`src/rtl/envelope.sv`:
```
// Streaming peak/trough envelope detector.
// A SIZE-deep sample window shifts one sample per clock. When the centre tap
// is the window extreme and differs strictly from its older neighbour, it is
// latched as the new peak or trough. dataout carries half the peak-to-peak span.
// Optional macro ENVELOPE_DECAY_EN: between detections the latched peak and
// trough creep one LSB per clock toward zero, so the envelope collapses when
// the input goes quiet.
module envelope #(
  parameter int WIDTH = 16,
  parameter int SIZE  = 8
) (
  input  logic                    clk,
  input  logic                    reset,
  input  logic signed [WIDTH-1:0] datain,
  output logic                    posen,
  output logic                    negen,
  output logic signed [WIDTH-1:0] dataout,
  output logic signed [WIDTH-1:0] maxout,
  output logic signed [WIDTH-1:0] minout
);

  localparam int C  = SIZE / 2;
  localparam int CW = $clog2(SIZE + 1);

  logic signed [WIDTH-1:0] w [SIZE];
  logic [CW-1:0]           fill;
  logic                    filled;

  logic signed [WIDTH-1:0] win_max;
  logic signed [WIDTH-1:0] win_min;
  logic signed [WIDTH-1:0] centre;
  logic signed [WIDTH-1:0] older;
  logic                    is_peak;
  logic                    is_trough;

  logic signed [WIDTH-1:0] next_max;
  logic signed [WIDTH-1:0] next_min;
  logic signed [WIDTH:0]   span;
  logic                    unused_span_lsb;

  assign filled          = (fill == CW'(SIZE));
  assign centre          = w[C];
  assign older           = w[C+1];
  assign unused_span_lsb = span[0];

  // Sample window: newest sample enters at w[0], everything else ages by one.
  always_ff @(posedge clk or posedge reset) begin
    if (reset) begin
      for (int i = 0; i < SIZE; i++) begin
        w[i] <= '0;
      end
    end else begin
      w[0] <= datain;
      for (int i = 1; i < SIZE; i++) begin
        w[i] <= w[i-1];
      end
    end
  end

  // Fill counter saturates at SIZE; detection waits until the window holds only real samples.
  always_ff @(posedge clk or posedge reset) begin
    if (reset) begin
      fill <= '0;
    end else if (!filled) begin
      fill <= fill + CW'(1);
    end
  end

  // Signed max/min over the whole window, combinational reduction.
  always_comb begin
    win_max = w[0];
    win_min = w[0];
    for (int i = 1; i < SIZE; i++) begin
      if (w[i] > win_max) win_max = w[i];
      if (w[i] < win_min) win_min = w[i];
    end
  end

  // Centre must be the window extreme and strictly beyond its older neighbour,
  // so a plateau fires once on its first sample and a flat input never fires.
  always_comb begin
    is_peak   = filled && (centre >= win_max) && (centre > older);
    is_trough = filled && (centre <= win_min) && (centre < older);
  end

  // Next latched extremes (with optional decay toward zero) and half span.
  always_comb begin
    next_max = maxout;
    next_min = minout;
    if (is_peak) begin
      next_max = centre;
    end
`ifdef ENVELOPE_DECAY_EN
    else if (filled && (maxout != '0)) begin
      next_max = maxout[WIDTH-1] ? (maxout + WIDTH'(1)) : (maxout - WIDTH'(1));
    end
`endif
    if (is_trough) begin
      next_min = centre;
    end
`ifdef ENVELOPE_DECAY_EN
    else if (filled && (minout != '0)) begin
      next_min = minout[WIDTH-1] ? (minout + WIDTH'(1)) : (minout - WIDTH'(1));
    end
`endif
    span = {next_max[WIDTH-1], next_max} - {next_min[WIDTH-1], next_min};
  end

  // Registered outputs: pulses, latched extremes and amplitude update together.
  always_ff @(posedge clk or posedge reset) begin
    if (reset) begin
      posen   <= 1'b0;
      negen   <= 1'b0;
      maxout  <= '0;
      minout  <= '0;
      dataout <= '0;
    end else begin
      posen   <= is_peak;
      negen   <= is_trough;
      maxout  <= next_max;
      minout  <= next_min;
      dataout <= span[WIDTH:1];
    end
  end

endmodule

```
`config.mk`:
```
export PLATFORM = sky130hd
export DESIGN_NAME = envelope
export DESIGN_NICKNAME = d
export VERILOG_FILES = /design/src/rtl/envelope.sv
export SDC_FILE = /design/constraint.sdc
export NUM_CORES = 1
export LEC_CHECK = 0
export ABC_AREA = 1
export CAP_MARGIN = 40
export CORE_UTILIZATION = 40
export CTS_CLUSTER_SIZE = 16
export DETAILED_ROUTE_END_ITERATION = 8
export SYNTH_ARGS = -nofsm -noshare
export SYNTH_HDL_FRONTEND = slang
export SYNTH_SLANG_ARGS = --single-unit
```
`constraint.sdc`:
```
create_clock -name clk -period 22.9 [get_ports clk]
set_input_delay 5.725 -clock clk [delete_from_list [all_inputs] [get_ports clk]]
set_output_delay 5.725 -clock clk [all_outputs]
set_load 0.01 [all_outputs]
```
# ---- After elaboration in Yosys (flattened, before gate mapping)
# Cells that the tools add are included.
dict set report word_totals {
  regBits 182
  output_inout_bits 50
  elab_cells 55
}
dict set report op_classes {
  addsub 2
  magnitude_cmp 18
  eq_ne 1
  mux 16
  n_reduce_logical 4
}
# operator count
set ops {}
lappend ops {{two-way mux 16 bit} 16}
lappend ops {{greater-than comparator 16 bit} 8}
lappend ops {{less-than comparator 16 bit} 8}
lappend ops {{subtractor 16 x 16 -> 17 bit} 1}
lappend ops {{greater-or-equal comparator 16 bit} 1}
lappend ops {{less-or-equal comparator 16 bit} 1}
lappend ops {{adder 4 x 1 -> 4 bit (second input constant)} 1}
lappend ops {{== test 4 bit (second input constant)} 1}
lappend ops {{logical AND 1 bit} 4}

# ---- Longest topological paths before layout
dict set report logic_depth {
  depth_word 19
  ltp_mapped 141
  depth_no_buf 132
}

# ---- Worst setup path before layout
# Ideal clock, no wire load.
dict set report synth_path {
  kind {register to register}
  startpoint {register w[111] (netlist name)}
  endpoint {register dataout[13]}
  setup_ps 136
  arrival_time_ps 16401
  required_ps 22764
  path_slack_ps 6363
  path_stages_with_launch 114
  path_buffers 13
  synth_period_minus_slack_ps 16537
  cell_sequence {dfrtp_1 > ha_1 > a21oi_1 > o21ai_1 > a21oi_1 > nand2_2 > nand2_1 > nand2_1 > nand2_2 > clkbuf_1 > clkbuf_1 > nand2_1 > o21ai_0 > ha_1 > a21oi_1 > o21a_1 > o21ai_0 > a221oi_1 > [... 78 more ...] > inv_1 > clkbuf_1 > nand2_1 > nand2_1 > ha_1 > a21oi_1 > nand2_1 > a21oi_1 > o21bai_1 > a21oi_1 > o21bai_1 > a21oi_1 > inv_1 > a21oi_1 > o21ai_0 > a21oi_1 > o21ai_0 > xor2_1}
}
dict set report synth_between {
  elab_chain_len 19
  elab_cells_between_ends 37
  classes_between {add/sub (1); order compare (16); mux (16); reduce/logical (4)}
}
# item line
set synth_lines {}
lappend synth_lines {{start: declaration} 25} ;# logic signed [WIDTH-1:0] w [SIZE];
lappend synth_lines {{start signal: indexed assignment} 55} ;# w[i] <= w[i-1];
lappend synth_lines {{greater-than comparator 16 bit} 74} ;# if (w[i] > win_max) win_max = w[i];
lappend synth_lines {{two-way mux 16 bit (*)} 74}
lappend synth_lines {{greater-than comparator 16 bit} 74}
lappend synth_lines {{two-way mux 16 bit (*)} 74}
lappend synth_lines {{greater-than comparator 16 bit} 74}
lappend synth_lines {{two-way mux 16 bit (*)} 74}
lappend synth_lines {{greater-than comparator 16 bit} 74}
lappend synth_lines {{two-way mux 16 bit (*)} 74}
lappend synth_lines {{[... 5 more ...]} n/a}
lappend synth_lines {{two-way mux 16 bit (*)} 74}
lappend synth_lines {{greater-or-equal comparator 16 bit (*)} 82} ;# is_peak = filled && (centre >= win_max) && (centre > older);
lappend synth_lines {{logical AND 1 bit (*) (2 in a row)} 82}
lappend synth_lines {{named net is_peak} 33} ;# logic is_peak;
lappend synth_lines {{two-way mux 16 bit (*)} 90} ;# if (is_peak) begin
lappend synth_lines {{named net next_max[3]} 36} ;# logic signed [WIDTH-1:0] next_max;
lappend synth_lines {{subtractor 16 x 16 -> 17 bit (*)} 106} ;# span = {next_max[WIDTH-1], next_max} - {next_min[WIDTH-1], next_min};
lappend synth_lines {{named net span[14]} 38} ;# logic signed [WIDTH:0] span;
lappend synth_lines {{end signal: assignment} 122} ;# dataout <= span[WIDTH:1];
lappend synth_lines {{end: declaration} 17} ;# output logic signed [WIDTH-1:0] dataout,
# The timed path passes the listed nets; every way through them passes the cells marked *.
# A chain may end at the register's enable or synchronous reset.

# ---- Final worst setup path
dict set report layout_path {
  startpoint {register w[111] (netlist name)}
  endpoint {register dataout[15]}
}
dict set report layout_between {
  elab_chain_len 19
  elab_cells_between_ends 37
  classes_between {add/sub (1); order compare (16); mux (16); reduce/logical (4)}
}
# item line
set layout_lines {}
lappend layout_lines {{greater-than comparator 16 bit} 74}
lappend layout_lines {{two-way mux 16 bit (*)} 74}
lappend layout_lines {{greater-than comparator 16 bit} 74}
lappend layout_lines {{two-way mux 16 bit (*)} 74}
lappend layout_lines {{greater-than comparator 16 bit} 74}
lappend layout_lines {{two-way mux 16 bit (*)} 74}
lappend layout_lines {{greater-than comparator 16 bit} 74}
lappend layout_lines {{two-way mux 16 bit (*)} 74}
lappend layout_lines {{[... 4 more ...]} n/a}
lappend layout_lines {{greater-than comparator 16 bit} 74}
lappend layout_lines {{two-way mux 16 bit (*)} 74}
lappend layout_lines {{greater-or-equal comparator 16 bit (*)} 82}
lappend layout_lines {{logical AND 1 bit (*) (2 in a row)} 82}
lappend layout_lines {{two-way mux 16 bit (*)} 90}
lappend layout_lines {{named net next_max[3]} 36}
lappend layout_lines {{subtractor 16 x 16 -> 17 bit (*)} 106}
lappend layout_lines {{named net span[16]} 38}
# Marks and branches as above.

==> results.sh <==
export IMPL_die_w_um=191.2
export IMPL_finalHoldViolations=0
export IMPL_synth_area_per_cell_um2=7.648
export IMPL_drc=0
export IMPL_hold_class="reg2reg"
export IMPL_clockRootBuffer="clkbuf_16"
export IMPL_die_area_um2=36570
export IMPL_tritoncts="yes"
export IMPL_drt_initial_drc_count=896
export IMPL_tightest_slew_ns=0.7880
export IMPL_endpoint_kind="register"
export IMPL_fmax_mhz=47.91
export IMPL_post_route_min_period_ns=20.87
export IMPL_critPathArrivalTime_ns=21.21
export IMPL_cts_max_path_buffers=2
export IMPL_core_rowCount=68
export IMPL_h_tree_depth=4
export IMPL_area_growth_synth_to_final_pct=12.51
export IMPL_synth_yosys_warnings=0
export IMPL_cp_start_kind="register"
export IMPL_n_antenna_cell=0
export IMPL_grt_pass1_vias=12880
export IMPL_synth_distinct_cells=48
export IMPL_netlist_area_um2=14320
export IMPL_period_share=0.9114
export IMPL_synth_edf_count=0
export IMPL_gr_usage_met2=0.4319
export IMPL_grt_use_total=0.2547
export IMPL_crit_path_max_incr_delay_ns=0.82
export IMPL_cts_buffers=17
export IMPL_grt_max_degree=107
export IMPL_crit_path_top_delay_cell="o21ai_0"
export IMPL_post_cts_buffers=0
export IMPL_status="completed"
export IMPL_async_reset_ff_frac=1.000
export IMPL_relSlewSlack=0.4691
export IMPL_met3_usage=0.03268
export IMPL_required_ns=23.24
export IMPL_fin_area_um2=16120
export IMPL_first_pass_iters=5
export IMPL_synth_top_flop_cell="dfrtp_1"
export IMPL_cts_sinks=182
export IMPL_gp_congestion=0.9596
export IMPL_vias=12890
export IMPL_fp_dieH_um=191.2
export IMPL_grt_pass1_wl_um=70930
export IMPL_drive_gt1_frac=0.04698
export IMPL_met1_usage=0.3137
export IMPL_slew_violations=0
export IMPL_wl_per_cell_um=18.79
export IMPL_gr_total_overflow=0
export IMPL_syn_nets=2149
export IMPL_clk_latency_ns=0.46
export IMPL_worst_setup_path_type="reg2reg"
export IMPL_clock_skew_ns=0.01020
export IMPL_initial_core_util=0.4107
export IMPL_place_area_um2=15500
export IMPL_layout_common_cells="nand2_1, ha_1, o21ai_0, dfrtp_1, inv_1"
export IMPL_ios=68
export IMPL_hpwl_um=35740
export IMPL_antenna_found_initial=0
export IMPL_path_max_fanout=32
export IMPL_fin_nets=2200
export IMPL_ys_seq_area_frac=0.3179
export IMPL_wl_um=44960
export IMPL_coreArea_um2=34880
export IMPL_viasPerCell=5.388
export IMPL_layout_commonest_cell="nand2_1"
export IMPL_clk_pin_slew_ns=0.08
export IMPL_reg2reg_depth=100
export IMPL_maxCapViolCount=0
export IMPL_dp_slack_ns=1.725
export IMPL_fin_ws_ns=2.028
export IMPL_syn_inst=1873
export IMPL_rsz0062_at_grt="no"
export IMPL_reg2reg_slack_ns=2.03
export IMPL_crit_path_frequent_cell="nand2_1"
export IMPL_ys_ff_latch=182
export IMPL_setup_tns_ns=0
export IMPL_busiest_layer="met2"
export IMPL_io_buffers=67
export IMPL_finalSetupViolCount=0
export IMPL_ant_nets=0
export IMPL_holdPathStages=0
==> critical path: cells and delay by family, from the launching register on <==
kind	cells	cell delay (ns)
DFF	1	0.41
adders and majority gates	9	2.91
buffers and inverters	6	1.51
AOI/OAI and AO/OA	31	6.56
and+or+nand+nor	54	9.28
==> timing repair <==
action | CTS | global route
setup endpoints to repair | 0 | 4
hold buffers | 0 | 0
resized for setup | 0 | 5
==> synth_stat cells (9+ instances only) <==
cell | n | share of area
nand2_2 | 9 | 0.0039
nor2_1 | 64 | 0.017
nand3_1 | 116 | 0.041
and2_1 | 17 | 0.0074
clkbuf_1 | 44 | 0.012
nand2_1 | 532 | 0.14
xor2_1 | 14 | 0.0086
inv_1 | 183 | 0.048
o21ai_0 | 201 | 0.070
dfrtp_1 | 182 | 0.32
or2_2 | 20 | 0.0087
a211oi_1 | 14 | 0.0073
a21oi_1 | 100 | 0.035
nor3_1 | 9 | 0.0031
ha_1 | 257 | 0.22
nand4_1 | 41 | 0.018
==> area by class of cell <==
class	instances	area, um2
Fill cell	3489	18770
Multi-Input combinational cell	1457	8887
Sequential cell	182	4554
Timing Repair Buffer	79	780.7
Inverter	187	713.2
Tap cell	455	569.3
Clock buffer	18	429.2
Clock inverter	14	182.7
==> per-layer routing <==
metal | vias up | share of wire
met5 | - | 0
met3 | 111 | 0.038
met4 | 0 | 0.052
li1 | 6433 | -
met1 | 6004 | 0.43
met2 | 341 | 0.48
==> per-stage QoR <==
step           hold WS, ns  cells  utilization
2_1_floorplan       0.3537   1873            -
3_3_place_gp        0.3572   2359       0.4434
3_5_place_dp        0.3608   2360       0.4442
4_1_cts             0.3807   2392       0.4618
5_1_grt             0.3865   2392       0.4620
6_report            0.3774   2392       0.4620
==> flip-flops by register name (all words and copies together), names as in the netlist <==
register,cells
maxout,16
centre,16
dataout,16
w,96
posen,1
older,16
minout,16
negen,1
fill,4
==> final timing paths <==
path	from	to
max	w[111]	dataout[15]
min reg2reg	w[120]	w[104]
min in group asynchronous	reset	w[114]
min	w[120]	w[104]
max in group asynchronous	reset	w[2]
max reg2reg	w[111]	dataout[15]
==> cells by family (layout without fill, tap and decap cells) <==
group,after synthesis,count (layout),share of synthesized area
simple gates,833,833,0.2527
fa+ha+maj,258,258,0.2259
flops,182,182,0.3179
compound gates,348,348,0.1305
buf+inv,234,298,0.06201
xor+xnor,18,18,0.01101
Power is left out: the tool's default activity adds up to more than one toggle a clock period on the data nets, which glitch-free logic cannot reach.
